### src/rtl/alu_issue_stage.sv
// ALU issue stage: decodes aluop/funct, selects operands, and buffers {src1, src2, ctrl, illegal} in a 2-entry FIFO.
// One-cycle latency from accept to output; ready_o drops when full or flushing, and outputs hold while ready_i is low.
module alu_issue_stage (
    input  logic        clk_i,
    input  logic        rst_i,
    input  logic        valid_i,
    output logic        ready_o,
    input  logic [2:0]  aluop_i,
    input  logic [5:0]  funct_i,
    input  logic [31:0] rs_data_i,
    input  logic [31:0] rt_data_i,
    input  logic [15:0] imm_i,
    input  logic        alusrc_i,
    input  logic        flush_i,
    output logic [31:0] src1_o,
    output logic [31:0] src2_o,
    output logic [3:0]  ctrl_o,
    output logic        valid_o,
    input  logic        ready_i,
    output logic        illegal_o,
    output logic [15:0] issue_cnt_o
);

    localparam logic [3:0] CTRL_AND = 4'b0000;
    localparam logic [3:0] CTRL_OR  = 4'b0001;
    localparam logic [3:0] CTRL_ADD = 4'b0010;
    localparam logic [3:0] CTRL_SUB = 4'b0110;
    localparam logic [3:0] CTRL_SLT = 4'b0111;

    typedef struct packed {
        logic [31:0] src1;
        logic [31:0] src2;
        logic [3:0]  ctrl;
        logic        illegal;
    } entry_t;

    entry_t      mem_q [2];
    logic        wr_ptr_q, wr_ptr_d;
    logic        rd_ptr_q, rd_ptr_d;
    logic [1:0]  count_q, count_d;
    logic [15:0] issue_cnt_q, issue_cnt_d;

    logic [3:0]  dec_ctrl;
    logic        dec_illegal;
    logic [31:0] imm_ext;
    entry_t      new_entry;
    entry_t      head;
    logic        accept;
    logic        pop;
    logic        can_accept;
    logic        has_data;

    always_comb begin
        dec_ctrl    = CTRL_ADD;
        dec_illegal = 1'b0;
        case (aluop_i)
            3'b000: dec_ctrl = CTRL_ADD;
            3'b001: dec_ctrl = CTRL_SUB;
            3'b011: dec_ctrl = CTRL_SLT;
            3'b100: dec_ctrl = CTRL_OR;
            3'b101: dec_ctrl = CTRL_AND;
            3'b010: begin
                case (funct_i)
                    6'b100000: dec_ctrl = CTRL_ADD;
                    6'b100010: dec_ctrl = CTRL_SUB;
                    6'b100100: dec_ctrl = CTRL_AND;
                    6'b100101: dec_ctrl = CTRL_OR;
                    6'b101010: dec_ctrl = CTRL_SLT;
                    default:   dec_illegal = 1'b1;
                endcase
            end
            default: dec_illegal = 1'b1;
        endcase
    end

    // Logical ops (OR/AND) take a zero-extended immediate; everything else sign-extends.
    always_comb begin
        if (aluop_i == 3'b100 || aluop_i == 3'b101) begin
            imm_ext = {16'h0000, imm_i};
        end else begin
            imm_ext = {{16{imm_i[15]}}, imm_i};
        end
        new_entry.src1    = rs_data_i;
        new_entry.src2    = alusrc_i ? imm_ext : rt_data_i;
        new_entry.ctrl    = dec_ctrl;
        new_entry.illegal = dec_illegal;
    end

    assign has_data   = (count_q != 2'd0);
    assign can_accept = (count_q != 2'd2) && !flush_i;

    // Handshake outputs read idle while reset is held, even before the first reset edge.
    assign ready_o = !rst_i || can_accept;
    assign valid_o = rst_i && has_data;

    assign accept = rst_i && valid_i && can_accept;
    assign pop    = rst_i && has_data && ready_i && !flush_i;

    assign head = mem_q[rd_ptr_q];

    always_comb begin
        src1_o    = 32'h0;
        src2_o    = 32'h0;
        ctrl_o    = 4'h0;
        illegal_o = 1'b0;
        if (valid_o) begin
            src1_o    = head.src1;
            src2_o    = head.src2;
            ctrl_o    = head.ctrl;
            illegal_o = head.illegal;
        end
    end

    assign issue_cnt_o = issue_cnt_q;

    always_comb begin
        wr_ptr_d    = wr_ptr_q;
        rd_ptr_d    = rd_ptr_q;
        count_d     = count_q;
        issue_cnt_d = issue_cnt_q;
        if (flush_i) begin
            wr_ptr_d = 1'b0;
            rd_ptr_d = 1'b0;
            count_d  = 2'd0;
        end else begin
            if (accept) begin
                wr_ptr_d = ~wr_ptr_q;
            end
            if (pop) begin
                rd_ptr_d    = ~rd_ptr_q;
                issue_cnt_d = issue_cnt_q + 16'd1;
            end
            case ({accept, pop})
                2'b10:   count_d = count_q + 2'd1;
                2'b01:   count_d = count_q - 2'd1;
                default: count_d = count_q;
            endcase
        end
    end

    always_ff @(posedge clk_i) begin
        if (!rst_i) begin
            wr_ptr_q    <= 1'b0;
            rd_ptr_q    <= 1'b0;
            count_q     <= 2'd0;
            issue_cnt_q <= 16'h0000;
        end else begin
            wr_ptr_q    <= wr_ptr_d;
            rd_ptr_q    <= rd_ptr_d;
            count_q     <= count_d;
            issue_cnt_q <= issue_cnt_d;
        end
    end

    // Storage is never reset: occupancy alone decides which entries are live.
    always_ff @(posedge clk_i) begin
        if (accept) begin
            mem_q[wr_ptr_q] <= new_entry;
        end
    end

endmodule
### config.mk
export PLATFORM = sky130hd
export DESIGN_NAME = alu_issue_stage
export DESIGN_NICKNAME = d
export VERILOG_FILES = /design/src/rtl/alu_issue_stage.sv
export SDC_FILE = /design/constraint.sdc
export NUM_CORES = 1
export LEC_CHECK = 0
export CAP_MARGIN = 20
export CORE_MARGIN = 10
export CORE_UTILIZATION = 39
export CTS_CLUSTER_SIZE = 24
export DETAILED_ROUTE_END_ITERATION = 8
export GPL_TIMING_DRIVEN = 0
export PLACE_DENSITY = 0.67
export RECOVER_POWER = 50
export SYNTH_ARGS = -nofsm -noshare
export SYNTH_HDL_FRONTEND = slang
export SYNTH_SLANG_ARGS = --single-unit
### constraint.sdc
create_clock -name clk_i -period 6.3 [get_ports clk_i]
set_clock_uncertainty 0.1 [all_clocks]
set_input_delay 1.26 -clock clk_i [delete_from_list [all_inputs] [get_ports clk_i]]
set_output_delay 1.26 -clock clk_i [all_outputs]
set_load 0.02 [all_outputs]
Word-level counts from Yosys, hierarchy flattened
Memory sizes are Yosys's and may differ from the RTL's. A register that Yosys moved wholly into a read port is not among the register bits.
Index checks and enable logic that the tools add are counted.
{ "word_totals": {"inputBits": 95, "ram_bits": 136, "output_inout_bits": 87, "reg_bits": 20, "n_memories": 1, "wordCells": 57} }
{ "classes": {"n_eq_ne": 13, "n_bitwise": 4, "n_mux": 15, "reduce_logical": 17, "n_addsub": 3} }
{ "memory_table": {"columns": ["name", "words", "word_bits", "rd", "rd_ports_with_merged_regs", "write_ports", "line_no", "text"], "rows": [
  ["mem_q", 2, 68, 1, 1, 1, "37", "entry_t mem_q [2];"]
]} }
{ "ops": {"columns": ["op", "n"], "rows": [
  ["2-to-1 mux 32 bit", 4],
  ["== test 6 bit (second input constant)", 5],
  ["adder 16 x 1 -> 16 bit (second input constant)", 1],
  ["case mux 3 bit (5 select lines)", 1],
  ["case mux 3 bit (4 select lines)", 1],
  ["OR reduction 5 bit", 2],
  ["== test 3 x 2 -> 1 bit (second input constant)", 2],
  ["== test 3 bit (second input constant)", 2],
  ["logical AND 1 bit", 6],
  ["2-to-1 mux 1 bit", 6],
  ["2-to-1 mux 4 bit", 1],
  ["inverter 1 bit", 4],
  ["case mux 2 bit (2 select lines)", 1],
  ["nonzero test 2 bit", 2],
  ["== test 3 x 1 -> 1 bit (second input constant)", 1],
  ["zero test 3 bit", 1],
  ["adder 2 x 1 -> 2 bit (second input constant)", 1],
  ["== test 2 x 1 -> 1 bit (second input constant)", 1],
  ["== test 2 bit (second input constant)", 1],
  ["zero test 1 bit", 2],
  ["logical OR 1 bit", 2],
  ["inequality test 2 bit (second input constant)", 1],
  ["case mux 1 bit (2 select lines)", 1],
  ["AND reduction 2 bit", 1],
  ["2 further kinds", 2]
]} }

Depth between registers and ports, before layout
Gate-level depths: netlist of the first run.
{ "logic_depth": {"ltp_word": 6, "mapped_depth": 8, "ltp_nobuf": 6} }

Least setup slack after synthesis of the first run
No wires, ideal clock.
{ "synth_path": {"path_kind": "input -> register", "from": "in rst_i", "to": "mem mem_q[0][0] (netlist bit), enable pin", "setup_time_ns": 0.495, "t_required_ns": 5.705, "slack_ns": 1.123, "path_stages": 4, "path_buffers": 1, "t_arrival_ns": 4.582, "path_cell_list": "buf_4 nor2b_1 nand3_1 nor2_1"} }
{ "synth_via": {"elab_chain_len": 4} }
{ "synth_rtl": {"columns": ["element", "line_no", "text"], "rows": [
  ["from (decl)", "5", "input logic rst_i,"],
  ["logical AND 1 bit (2 in series)", "96", "assign accept = rst_i && valid_i && can_accept;"],
  ["2-to-1 mux 1 bit", "157", "if (accept) begin"],
  ["2-to-1 mux 1 bit (implied by the code)", "158", "mem_q[wr_ptr_q] <= new_entry;"],
  ["to (decl)", "37", null]
]} }
No other way between the ends.

Worst setup path after layout of the first run
{ "layout_path": {"from": "in rst_i", "to": "out src1_o[23]"} }
{ "layout_via": {"elab_chain_len": 2} }
{ "layout_rtl": {"columns": ["element", "line_no", "text"], "rows": [
  ["logical AND 1 bit", "94", "assign valid_o = rst_i && has_data;"],
  ["2-to-1 mux 32 bit", "106", "if (valid_o) begin"],
  ["to (decl)", "15", "output logic [31:0] src1_o,"]
]} }
No other way between the ends.

==> results of run 1 <==
## layer usage
layer	wire length, microns	vias to the layer above
met1	6450	2109
met5	0	-
li1	-	2125
met2	8370	128
met4	291	0
met3	1220	19
## Yosys cell counts (5+ instances only)
library cell	number	area share (%)
mux2i_1	72	11
nand3_1	8	0.61
clkbuf_1	13	0.74
or3_1	5	0.48
mux2_2	16	2.7
dfxtp_1	21	6.4
nand2_1	8	0.46
inv_1	21	1.2
nor2_1	85	4.9
xnor2_1	7	0.93
edfxtp_1	136	62
a21oi_1	8	0.61
o21ai_0	21	1.6
buf_2	9	0.69
## power by group through the flow
stage               clock [mW]  sequential, mW  combinational, mW
global route              1.08            1.16              0.152
floorplan                    0            1.18             0.0551
global placement             0            1.18              0.139
detailed placement           0            1.18              0.147
finish                    1.02            1.15              0.139
CTS                       1.04            1.15              0.148
## metrics by stage
step / hold slack, ps / worst slack, ps / area, sq um
after floorplan: 381 / 1120 / 6560
after global placement: 352 / -1280 / 8620
after detailed placement: 354 / 1140 / 8730
after CTS: 369 / 1130 / 9330
after global routing: 376 / 704 / 9300
final: 363 / 958 / 9300
## worst min path at each step
stage / start / cells after the start / slack (ps) / endpoint
floorplan: rd_ptr_q$_SDFFE_PP0P_ / 2 / 380 / flop
global placement: issue_cnt_o[15]$_SDFFE_PN0P_ / 1 / 350 / issue_cnt_o[15]$_SDFFE_PN0P_
detailed placement: issue_cnt_o[15]$_SDFFE_PN0P_ / 1 / 350 / issue_cnt_o[15]$_SDFFE_PN0P_
CTS: issue_cnt_o[15]$_SDFFE_PN0P_ / 1 / 370 / issue_cnt_o[15]$_SDFFE_PN0P_
global route: issue_cnt_o[15]$_SDFFE_PN0P_ / 1 / 380 / issue_cnt_o[15]$_SDFFE_PN0P_
finish: issue_cnt_o[15]$_SDFFE_PN0P_ / 1 / 360 / issue_cnt_o[15]$_SDFFE_PN0P_
## worst register-to-register path, delay by kind of cell (launching register included)
kind          cells  cell delay (ps)
buf+inv           2              460
simple gates      3             1990
flops             1              300
## sequential cells by signal (all words and copies together), names as in the netlist, named ones only
signal	flops
mem_q	136
rd_ptr_q	1
wr_ptr_q	1
count_q	2
issue_cnt_o	16
## cells by family after synthesis
family | synth area share, %
multiplexers | 13.7
AND/OR/NAND/NOR | 9.22
other | 0.0572
buffers and inverters | 2.92
XOR/XNOR | 1.34
AO/OA/AOI/OAI | 3.66
flip-flops | 68.7
adder cells (fa/ha/maj) | 0.382
## cell type report
| cell class | instances | share of cell area, % |
|---|---|---|
| Sequential cell | 157 | 48.4 |
| Timing Repair Buffer | 183 | 20.3 |
| Multi-Input combinational cell | 273 | 19.9 |
| Clock buffer | 26 | 5.49 |
| Tap cell | 220 | 2.96 |
| Buffer | 25 | 1.17 |
| Clock inverter | 6 | 0.888 |
| Inverter | 21 | 0.847 |
| Antenna cell | 1 | 0.0269 |
==> results.md, run 1 <==
* Wire length of the first global-routing pass at about 25 mm
* Met2 global-route usage at 25.0%
* CP Capture Type: output pin
* Crit path depth at 7
* Buf/Inv on CP at 5
* Net Sw Frac at slightly below 20%
* Drc violations at 0
* Post-DRT Antenna Nets at 0
* Lkg Pwr at 3.11 nW
* Detail Placement HPWL at 12.0 mm
* Cts bufs inserted at 17
* Worst-path clk slew at 60 ps
* Most used DFF post-synth: edfxtp_1
* Port bufs at 179
* Dpl cells at 879
* Final setup viols at 0
* Most frequent cells in the layout: edfxtp_1, clkdlybuf4s50_1, nor2_1
* FF+latch area at 4500 sq um
* Vias at 4381
* Syn nets at 573
* Fmax at 0.187 GHz
* M1 GR Usage at 15.8%
* YS warnings at 0
* Min-delay worst type: reg2reg
* Wire length per cell at 17.9 microns
* P per Cell Area at 249 nW/um^2
* Clock network fraction of total power at 44.1%
* CP max stage cell: clkdlybuf4s50_1
* Crit Path Class: in2out
* Clock sink total at 157
* Most common cell after layout, fill and taps aside: edfxtp_1
* CP startpoint kind: input port
* Initial Utilization at 39.7%
* Failing checks: capacitance limit, slew limit
* Post-synth EDFFs at 136
* DR iter-0 viols at 194
* CP Cell Sequence: dlygate4sd3_1 > clkbuf_1 > o21ai_1 > buf_2 > buf_1 > nor2_1 > clkdlybuf4s50_1
* Critical Path Fanout Max at 10
* Routed wire length at between 15 and 20 mm
* Flop pwr share at 49.9%
* Clk_lat worst skew at 420 ps
* TritonRoute pass-1 iters at 4
* Layout Utilization at 56.3%
* Critical Path End: src1_o[23]
* Crit-path leading delay family: buffers and inverters
* Post-synthesis cell area at roughly 6600 sq um
* H-tree levels at 4
* Final hold violation count at 0
* NetSw at 0.450 mW
* GRT met3 Usage at 5.31%
* Worst vdd ir at 192 uV
* Row cnt at 47
* Syn Inst Count at 476
* R2R cell count at 5
* Setup Fix Bufs, Post-CTS at 0
* CP startpoint: rst_i
* Filler cell count at 1354
* Routability cong. at roughly 0.86
* R2R Setup Slk at 3110 ps
* Arrival time worst endpoint at about 4000 ps
* Max cap viols at 1
* Worst Tran Pin Value at 2100 ps
* Nets at 775
* Critical R2R Launch: count_q[0]$_SDFFE_PP0P_
* Status: finished with violations
* Internal power at ~1.9 mW
* Core box area at 16500 sq um
* Synth Register Bits at 157
* IO Pins at roughly 180
* Die Wd at around 150 microns
* Max-slew violation count at 19
* Post_cts resized at 0
* Seq/Total Area, Yosys at slightly below 70%
* Root Buffer: clkbuf_16
* Vias in the first global route at 4706
* Layout cell share with drive strength beyond 1 at under 10%
* Avg Cell Area, Syn at 13.8 sq um
* TritonCTS clock tree: done
* Largest net degree at the start of global routing at 29
* RSZ-0062 raised after global routing: false
* Area Overhead vs Synth at 41.9%
* FFs w/ async S/R, synth at 0%
* Rel. slew slack at -40.2%
* Layout Cells excl Fill at a little over 900
* Min Tclk post-route at 5340 ps
* Total track usage at 14.4%
* Fin Setup TNS at 0 ps
* Final period util at 84.8%
* Worst stage delay on the critical path at between 500 and 600 ps
* Max clock buf depth at 2
* Post-synthesis cell type count at 44
* Initial antenna violation count at 0
* Worst path required time at 4940 ps
* Design Power at 2.31 mW
* Die height at 150 microns
* Crit Reg-Reg Endpoint: mem_q[0][67]$_DFFE_PP_
* Die Area at 22400 sq um
* Gr ovfl total at 0
* Vias per std cell at between 4 and 5
* Comb pwr share at 6.0%
* Most Crowded Layer GR: met2
* Area of the multi-input gates at 1850 sq um
* Post-CTS Hold Buffers at 0
No activity file was read; power rests on OpenSTA's default activity.
==> run 2: changes to the inputs <==
==> constraint.sdc (replaced) <==
create_clock -name clk_i -period 5.3 [get_ports clk_i]
set_clock_uncertainty 0.1 [all_clocks]
set_input_delay 1.06 -clock clk_i [delete_from_list [all_inputs] [get_ports clk_i]]
set_output_delay 1.06 -clock clk_i [all_outputs]
set_load 0.02 [all_outputs]
==> run 2 against run 1 <==
  * Total power increased by 19%
  * Sequential power increased by 19%
  * Final area about the same
  * Global-route usage unchanged
  * Clock power increased by 19%
  * First-iteration DRC count increased by 12%
  * Largest power group unchanged
  * The run still ends with capacitance limit, slew limit left
  * Sequential share of layout area about the same
  * Setup slack got worse by 470 ps
  * Critical path depth unchanged
  * Die area unchanged
==> results.md, run 2 (synthesized netlist as in run 1, its figures left out) <==
* Vias in the first global route at about 4700
* CP Capture Type: output pin
* Gr ovfl total at 0
* Die height at ~150 microns
* Failing checks: capacitance limit, slew limit
* Core box area at 16500 sq um
* R2R Setup Slk at about 2100 ps
* Clock sink total at 157
* Cts bufs inserted at 17
* Port bufs at about 180
* Most frequent cells in the layout: edfxtp_1, clkdlybuf4s50_1, nor2_1
* DR iter-0 viols at 218
* Final setup viols at 0
* H-tree levels at 4
* P per Cell Area at 296 nW/um^2
* Max clock buf depth at 2
* CP startpoint: rst_i
* Final period util at 90.8%
* Max cap viols at 1
* Hold Path Depth at 1
* Initial antenna violation count at 0
* Filler cell count at 1354
* Worst-path clk slew at about 60 ps
* Largest net degree at the start of global routing at 29
* Root Buffer: clkbuf_16
* TritonRoute pass-1 iters at 4
* Final hold violation count at 0
* Row cnt at 47
* CP Cell Sequence: dlygate4sd3_1 > buf_4 > o21ai_1 > buf_2 > buf_1 > nor2_1 > clkdlybuf4s50_1
* Diode count at 0
* Crit Path Class: in2out
* Reg with most FFs: mem_q
* Critical Path Fanout Max at 10
* Initial Utilization at 39.7%
* TritonCTS clock tree: done
* Arrival time worst endpoint at 3650 ps
* Nets at 775
* Critical Path End: src1_o[23]
* Drc violations at 0
* Die Wd at between 100 and 150 microns
* Post-CTS Hold Buffers at 0
* Wire length of the first global-routing pass at 24.9 mm
* IO Pins at 182
* Fmax at 0.208 GHz
* Max-slew violation count at 19
* RSZ-0062 raised after global routing: false
* Lkg Pwr at around 3.1 nW
* Max reg flops at 136
* CP max stage cell: clkdlybuf4s50_1
* Min-delay worst type: reg2reg
* Detail Placement HPWL at 12.0 mm
* Vias at roughly 4400
* Clk_lat worst skew at 420 ps
* Worst path required time at 4140 ps
* Die Area at 22400 sq um
* Area Overhead vs Synth at 41.9%
* Total track usage at 14.4%
* Worst Tran Pin Value at 2100 ps
* R2R cell count at 5
* Setup Fix Bufs, Post-CTS at 0
* Rel. slew slack at -40.3%
* Post_cts resized at 0
* Post-DRT Antenna Nets at 0
* Routability cong. at 0.863
* Layout cell share with drive strength beyond 1 at 7.24%
* Crit Reg-Reg Endpoint: mem_q[0][38]$_DFFE_PP_
* Most common cell after layout, fill and taps aside: edfxtp_1
* Vias per std cell at 4.81
* Min Tclk post-route at 4810 ps
* Layout Utilization at 56.3%
* Worst vdd ir at 229 uV
* Routed wire length at 16.4 mm
* Setup Slack @ Placement at 541 ps
* Worst stage delay on the critical path at ~570 ps
* CP startpoint kind: input port
* Wire length per cell at 18.0 microns
* Critical R2R Launch: count_q[0]$_SDFFE_PP0P_
* Min setup slack post-route at 488 ps
* Status: finished with violations
## run 2: cell count changes in the layout (fill, tap and decap cells not counted)
cell	delta
buf_4	+1
clkbuf_1	-1
diode_2	-1
## run 2: final cells by class
type	instances	area, sq um	area share, %
flip-flops and latches	157	4500	48.4
repair buffers	183	1890	20.3
multi-input cells	273	1850	19.9
clock buffers	26	510	5.49
well taps	220	275	2.96
plain buffers	25	113	1.21
clock inverters	6	82.6	0.887
inverters	21	78.8	0.847
## run 2: worst max-delay path, delay by kind of cell
kind	cells	cell delay, ps
buf+inv	5	2100
compound gates	1	370
simple gates	1	100
## run 2: routing by layer
layer	track usage, %	vias up	routed length (microns)
met5	0	-	0
met4	5.78	0	316
met3	5.31	21	1250
met2	25.0	136	8330
met1	15.8	2101	6470
li1	-	2125	-
## run 2: stage by stage
stage	cells	area [sq um]	power [mW]	setup TNS [ps]	hold WS [ps]
after floorplan	476	6560	1.46	0	381
after global placement	875	8620	1.57	-282630	352
after detailed placement	879	8730	1.57	0	354
after CTS	911	9330	2.78	0	369
after global routing	911	9310	2.84	0	376
final	911	9310	2.75	0	363
## run 2: worst min path at each step
stage	from	end	slack [ps]
final	issue_cnt_o[15]$_SDFFE_PN0P_	issue_cnt_o[15]$_SDFFE_PN0P_	360
after global routing	issue_cnt_o[15]$_SDFFE_PN0P_	issue_cnt_o[15]$_SDFFE_PN0P_	380
after CTS	issue_cnt_o[15]$_SDFFE_PN0P_	issue_cnt_o[15]$_SDFFE_PN0P_	370
after detailed placement	issue_cnt_o[15]$_SDFFE_PN0P_	issue_cnt_o[15]$_SDFFE_PN0P_	350
after global placement	issue_cnt_o[15]$_SDFFE_PN0P_	issue_cnt_o[15]$_SDFFE_PN0P_	350
after floorplan	rd_ptr_q$_SDFFE_PP0P_	flop	380
## run 2: report_power, final
part,switching [mW],internal (mW)
clock,0.457,0.757
combinational,0.0744,0.0918
sequential,0.00424,1.37
total,0.536,2.22
